<file path="src/rtl/aes_round_sequencer.sv">
// rtl/aes_round_sequencer.sv - AES round sequencer: sequences key add, full rounds and final round over an external round function
module aes_round_sequencer #(
  parameter int NR = 10
) (
  input  logic         clk,
  input  logic         rst,
  input  logic         start,
  input  logic [127:0] data_in,
  output logic         ready,
  output logic [3:0]   round_idx,
  output logic         rk_req,
  input  logic         rk_valid,
  input  logic [127:0] rk_in,
  output logic [127:0] rnd_out,
  output logic         rnd_final,
  input  logic [127:0] rnd_in,
  output logic [127:0] data_out,
  output logic         done,
  input  logic         out_ready
);

  typedef enum logic [2:0] {
    IDLE  = 3'd0,
    KEY0  = 3'd1,
    ROUND = 3'd2,
    FINAL = 3'd3,
    DONE  = 3'd4
  } fsm_t;

  // Index of the last full round; the round after it omits MixColumns.
  localparam logic [3:0] LAST_FULL_IDX = 4'(NR - 1);

  fsm_t         fsm_q, fsm_d;
  logic [127:0] state_q;
  logic [3:0]   idx_q;

  // FSM state register
  always_ff @(posedge clk or posedge rst) begin
    if (rst) fsm_q <= IDLE;
    else     fsm_q <= fsm_d;
  end

  // Next-state logic; a missing round key stalls in place
  always_comb begin
    fsm_d = fsm_q;
    case (fsm_q)
      IDLE:    if (start)     fsm_d = KEY0;
      KEY0:    if (rk_valid)  fsm_d = ROUND;
      ROUND:   if (rk_valid && idx_q == LAST_FULL_IDX) fsm_d = FINAL;
      FINAL:   if (rk_valid)  fsm_d = DONE;
      DONE:    if (out_ready) fsm_d = IDLE;
      default:                fsm_d = IDLE;
    endcase
  end

  // Outputs decoded purely from the FSM state so the handshakes stay mutually exclusive
  always_comb begin
    ready     = (fsm_q == IDLE);
    rk_req    = (fsm_q == KEY0) || (fsm_q == ROUND) || (fsm_q == FINAL);
    rnd_final = (fsm_q == FINAL);
    done      = (fsm_q == DONE);
  end

  // Block state and round index; each step consumes exactly one round key
  always_ff @(posedge clk or posedge rst) begin
    if (rst) begin
      state_q <= '0;
      idx_q   <= '0;
    end else begin
      case (fsm_q)
        IDLE: begin
          if (start) begin
            state_q <= data_in;
            idx_q   <= 4'd0;
          end
        end
        KEY0: begin
          if (rk_valid) begin
            state_q <= state_q ^ rk_in;
            idx_q   <= 4'd1;
          end
        end
        ROUND: begin
          if (rk_valid) begin
            state_q <= rnd_in ^ rk_in;
            idx_q   <= idx_q + 4'd1;
          end
        end
        FINAL: begin
          if (rk_valid) state_q <= rnd_in ^ rk_in;
        end
        DONE: begin
          if (out_ready) idx_q <= 4'd0;
        end
        default: begin
          state_q <= state_q;
          idx_q   <= idx_q;
        end
      endcase
    end
  end

  assign round_idx = idx_q;
  assign rnd_out   = state_q;
  assign data_out  = state_q;

endmodule

</file>
<file path="config.mk">
export PLATFORM = sky130hd
export DESIGN_NAME = aes_round_sequencer
export DESIGN_NICKNAME = d
export VERILOG_FILES = /design/src/rtl/aes_round_sequencer.sv
export SDC_FILE = /design/constraint.sdc
export NUM_CORES = 1
export LEC_CHECK = 0
export BUFFER_PORTS_ARGS = -buffer_cell sky130_fd_sc_hd__buf_4
export CORE_AREA = 2 2 251 253
export DETAILED_ROUTE_END_ITERATION = 12
export DIE_AREA = 0 0 253 255
export PLACE_DENSITY = 0.37
export SLEW_MARGIN = 0
export SYNTH_ARGS = -nofsm -noshare
export SYNTH_HDL_FRONTEND = slang
export SYNTH_SLANG_ARGS = --single-unit
</file>
<file path="constraint.sdc">
create_clock -name clk -period 5.5 [get_ports clk]
set_input_delay 0.275 -clock clk [delete_from_list [all_inputs] [get_ports clk]]
set_output_delay 0.275 -clock clk [all_outputs]
set_load 0.02 [all_outputs]
</file>
==> qor.yml, run 1 <==
clock_tree:
  cts_buffers: 17
  cts_setup_buffers: 0
  clk_path_buf_depth: 2
  cts_tree: "built"
  cts_root_buf: "clkbuf_16"
  hold_buffers: 3
  clk_pin_slew_ns: 0.07
  htreeDepth: 4
  ctsResizeCount: 0
  clk_latency_ns: 0.48
  numClockSinks: 135
global_route:
  grt_overflow_total: 0
  antenna_found_initial: 3
  grt_pass1_vias: 10046
  grt.total_usage: 0.1314
  grt_pass1_wl_um: 63690
  grt_max_degree: 129
timing:
  fin_crit_ns: 2.974
  finalHoldViolations: 0
  grt_setup_unrepaired: "false"
  slew_violations: 0
  skew_ns: 0.01676
  period_share: 0.5406
  max_freq_mhz: 336.3
  finalSetupViolCount: 0
  worst_slack_ns: 2.527
  max_slew.worst_pin.slew_ns: 1.291
  hold_ws_ns: 0.1286
  setup_tns_ns: 0
  maxSlewHeadroom: 0.1397
power:
  p_leak_nw: 7.650
  pwr-share-comb: 0.624
  p_int_mw: 5.195
  power_frac_seq: 0.242
  p_per_area_nw_per_um2: 611.5
  ir_drop_uv: 243.4
  swShare: 0.4733
  switchingPower_mw: 4.667
  pwr-share-clk: 0.133
critical_path:
  required_ns: 5.22
  worst-setup-path-type: "reg -> out"
  worstPathCellList: "o21bai_4, buf_4, inv_1, buf_4"
  cpPeakStageDelay_ns: 0.71
  crit_top_cell: "buf_4"
  end_kind: "output pin"
  critPathLaunchType: "register"
  path_max_fanout: 51
  cp.arrival_ns: 2.70
  slowest_stage: "dfrtp_4"
layout:
  layout_common_cells: "buf_4, xor2_1, dfrtp_1, nand2_1, o21ai_0"
  final_area_um2: 16130
  fillers: 6754
  layout.nets: 2023
  syn_to_final_growth_pct: 50.68
  layout_commonest_cell: "buf_4"
  layout-drive-gt1-share: 0.5033
  final_util: 0.2594
synth:
  synth_area_um2: 10700
  syn_nets: 1541
  synth_top_area_cell: "dfrtp_1"
  yosys_warnings: 0
  synthTopCellsByArea: "dfrtp_1, xor2_1, mux2_2"
  synthArstFlopShare: 1.000
  synth.top_cell.area_share: 0.3156
  yosysUniqueCellTypes: 30
  netlist_instances: 1150
  yosysSeqAreaShare: 0.3156
  synth_area_per_cell_um2: 9.307
  ys_seq_elements: 135
  synth_edf_count: 0
  synth-main-ff-cell: "dfrtp_1"
route:
  drtPass1Iterations: 4
  wl_um: 44300
  drc: 0
  antenna_left: 0
  num_vias: 9930
  drtIter0Drc: 387
  wl_per_cell_um: 18.12
  viasPerCell: 4.061
die:
  core.rowCount: 92
  die_height_um: 255
  core_um2: 62160
  die-area_um2: 64520
  io_pins: 653
  start_util: 0.1722
  die_x_um: 253
place:
  dpl_cell_area_um2: 15440
  place_ws_ns: 2.725
  globalplace.congestion: 0.7894
  port_buffers: 652
  dp_hpwl_um: 32810
job:
  drv_cap: 0
worst_hold_path:
  hp-class: "in -> reg"
outcome:
  status: "finished clean"
## Yosys cell counts, drive strengths merged (2+ instances only)
cell,count
a22oi,128
nor3,2
xor2,256
a21oi,2
a2111oi,2
buf,166
nor2,3
a211o,2
and3,3
nand3,4
mux2,128
inv,8
nand2,132
ha,2
dfrtp,135
o21ai,131
clkbuf,35
## sequential cells by signal, indices dropped and copies added (netlist names)
name,cells
data_out,128
round_idx,4
fsm_q,3
## metrics by stage
step                instances  power, mW
global route             2445      10.62
finish                   2445      9.862
floorplan                1150      6.598
global placement         2409      8.638
CTS                      2444      10.07
detailed placement       2409      8.674
## final timing paths
check	start	endpoint	slack, ns	depth (start not counted)
setup / recovery	fsm_q[1]	rk_req	2.53	4
max in group asynchronous	rst	fsm_q[2]	3.97	4
hold reg to reg	round_idx[3]	round_idx[3]	0.57	1
min in group asynchronous	rst	data_out[127]	0.27	3
hold / removal	data_in[55]	data_out[55]	0.13	4
setup reg to reg	fsm_q[1]	data_out[109]	2.75	4
## routing by layer
layer / up-vias / GRT usage / routed length [um]
met5: - / 0 / 16
met4: 2 / 0.03855 / 717
met3: 36 / 0.03122 / 2360
met2: 316 / 0.2331 / 23240
met1: 4774 / 0.1574 / 17960
li1: 4802 / - / -
## final cells by class
| class | count | area [um2] | share of cell area |
|---|---|---|---|
| clock buffers | 22 | 484.2 | 0.03003 |
| diodes | 1 | 2.502 | 0.0001552 |
| repair buffers | 664 | 5005 | 0.3103 |
| flip-flops and latches | 135 | 3386 | 0.2099 |
| inverters | 8 | 35.03 | 0.002172 |
| clock inverters | 10 | 166.4 | 0.01032 |
| well taps | 799 | 999.7 | 0.06199 |
| multi-input cells | 806 | 6048 | 0.3750 |
## power groups by stage
stage	clock network (mW)	logic, mW	registers (mW)
finish	1.32	6.16	2.39
global route	1.41	6.72	2.50
CTS	1.39	6.26	2.43
detailed placement	0	6.24	2.43
global placement	0	6.22	2.41
floorplan	0	3.98	2.62
## critical path, delay by kind of cell, from the launching register on
kind	cells	cell delay (ns)
buf+inv	3	0.86
flops	1	0.71
compound gates	1	0.62
## cell families after synthesis
| group | after synthesis | share of synthesized area |
|---|---|---|
| AOI/OAI and AO/OA | 270 | 0.1591 |
| xor gates and xnor gates | 257 | 0.2103 |
| adders and majority gates | 2 | 0.002338 |
| buffers and inverters | 209 | 0.1220 |
| DFF | 135 | 0.3156 |
| muxes | 129 | 0.1356 |
| and+or+nand+nor | 148 | 0.05495 |
(Power assumes the default switching activity.)
==> inputs of run 2 (changes only) <==
Clock period 5.5 ns to 2.75 ns, I/O delays scaled along.
==> run 2 against run 1 <==
Effect of this change: largest cell class is now buffers; highest routed layer is now met4; final cell count is 4.9% higher; sequential power is 92% higher; global-route usage grew 0.17 points.
==> qor.yml, run 2 (synthesized netlist as in run 1, its figures left out) <==
layout:
  final_area_um2: 17370
  largest_reg_flops: 128
  fillers: 6708
  layout-drive-gt1-share: 0.4692
  layout_commonest_cell: "buf_4"
  layout.nets: 2145
  layout_common_cells: "buf_4, xor2_1, dfrtp_1, nand2_1, o21ai_0"
  diodes: 0
  syn_to_final_growth_pct: 62.31
power:
  switchingPower_mw: 9.468
  p_per_area_nw_per_um2: 1145
  power_frac_seq: 0.231
  swShare: 0.4760
  p_leak_nw: 8.153
  pwr-share-clk: 0.121
  p_int_mw: 10.42
  pwr-share-comb: 0.648
  ir_drop_uv: 754.5
timing:
  max_slew.worst_pin.slew_ns: 0.9123
  finalSetupViolCount: 0
  finalHoldViolations: 0
  hold_ws_ns: 0.04123
  worst_slack_ns: 0.5529
  fin_crit_ns: 2.197
  skew_ns: 0.01353
  grt_setup_unrepaired: "false"
  setup_tns_ns: 0
  period_share: 0.7990
  slew_violations: 0
  max_freq_mhz: 455.1
  maxSlewHeadroom: 0.3918
place:
  place_ws_ns: 0.7326
  port_buffers: 652
  dpl_cell_area_um2: 15560
  globalplace.congestion: 0.7703
  dp_hpwl_um: 32930
global_route:
  grt.total_usage: 0.1332
  grt_pass1_vias: 11040
  antenna_found_initial: 0
  grt_max_degree: 70
  grt_pass1_wl_um: 65580
  grt_overflow_total: 0
die:
  die_x_um: 253
  die-area_um2: 64520
  core_um2: 62160
  io_pins: 653
  die_height_um: 255
  start_util: 0.1722
  core.rowCount: 92
clock_tree:
  clk_latency_ns: 0.47
  clk_pin_slew_ns: 0.07
  numClockSinks: 135
  hold_buffers: 122
  htreeDepth: 4
  clk_path_buf_depth: 2
  cts_root_buf: "clkbuf_16"
  cts_tree: "built"
  ctsResizeCount: 0
  cts_buffers: 17
  cts_setup_buffers: 0
critical_path:
  end_kind: "output pin"
  worstPathCellList: "buf_4, nor3_1, buf_4"
  crit_top_cell: "buf_4"
  cp.arrival_ns: 2.06
  path_max_fanout: 65
  cpLargestDelayFamily: "buffers and inverters"
  critPathLaunchType: "register"
  cpPeakStageDelay_ns: 0.70
  worst-setup-path-type: "reg -> out"
  timing.rr.end: "data_out[46]"
  slowest_stage: "buf_4"
  crit_buf_inv: 2
  rr_startpoint: "fsm_q[0]"
  required_ns: 2.61
  ff2ff_path_depth: 4
  r2r_setup_slack_ns: 0.73
route:
  drtPass1Iterations: 4
  antenna_left: 0
  viasPerCell: 4.100
  num_vias: 10520
  drc: 0
  wl_um: 44770
  wl_per_cell_um: 17.45
  drtIter0Drc: 444
worst_hold_path:
  hold_start: "data_in[11]"
  min_path_cells: 4
  hold_path_end: "data_out[11]"
  hp-class: "in -> reg"
job:
  drv_cap: 0
outcome:
  status: "finished clean"
==> run 2: cell count changes in the layout (fill, tap and decap cells not counted), sizes merged <==
cell / delta
buf: +3
clkinvlp: +3
bufinv: -2
dlygate4sd3: +119
inv: -1
diode: -1
==> run 2: how the worst max path moves through the flow <==
stage,to,depth (start not counted),start
floorplan,data_out[0],1,rst
global placement,round_idx[3],4,fsm_q[1]
detailed placement,data_out[84],4,fsm_q[0]
CTS,ready,3,fsm_q[1]
global route,ready,3,fsm_q[1]
finish,ready,3,fsm_q[1]
==> run 2: power groups by stage <==
stage	logic, mW	registers, mW	clock network [mW]
finish	12.9	4.60	2.40
global route	14.0	4.79	2.59
CTS	13.1	4.65	2.53
detailed placement	12.9	4.65	0
global placement	12.8	4.65	0
floorplan	7.95	5.25	0
==> run 2: cell type report <==
type                       count  area, um2  share of cell area
clock buffer                  22      464.2             0.02672
clock inverter                10      121.4            0.006986
inverter                       8      33.78            0.001945
multi-input combinational    806       6048              0.3482
sequential                   135       3386              0.1949
tap                          799      999.7             0.05755
timing repair buffer         786       6319              0.3637
==> run 2: routing by layer <==
layer | vias to the layer above | part of all wire | track usage | routed length [um]
met5 | - | 0 | 0 | 0
li1 | 5053 | - | - | -
met4 | 0 | 0.013 | 0.04024 | 592
met1 | 5107 | 0.40 | 0.1563 | 18120
met2 | 332 | 0.53 | 0.2379 | 23590
met3 | 28 | 0.055 | 0.03366 | 2462
==> run 2: metrics by stage <==
stage | util | std cells | total power [mW]
after floorplan | - | 1150 | 13.20
after global placement | 0.2504 | 2412 | 17.48
after detailed placement | 0.2504 | 2412 | 17.52
after CTS | 0.2795 | 2566 | 20.23
after global routing | 0.2795 | 2566 | 21.37
final | 0.2795 | 2566 | 19.89
==> run 2: worst min-delay path, stage by stage <==
cell and delay [ns]:
buf_4 0.07, nand2_1 0.03, o21ai_0 0.09, mux2_2 0.15
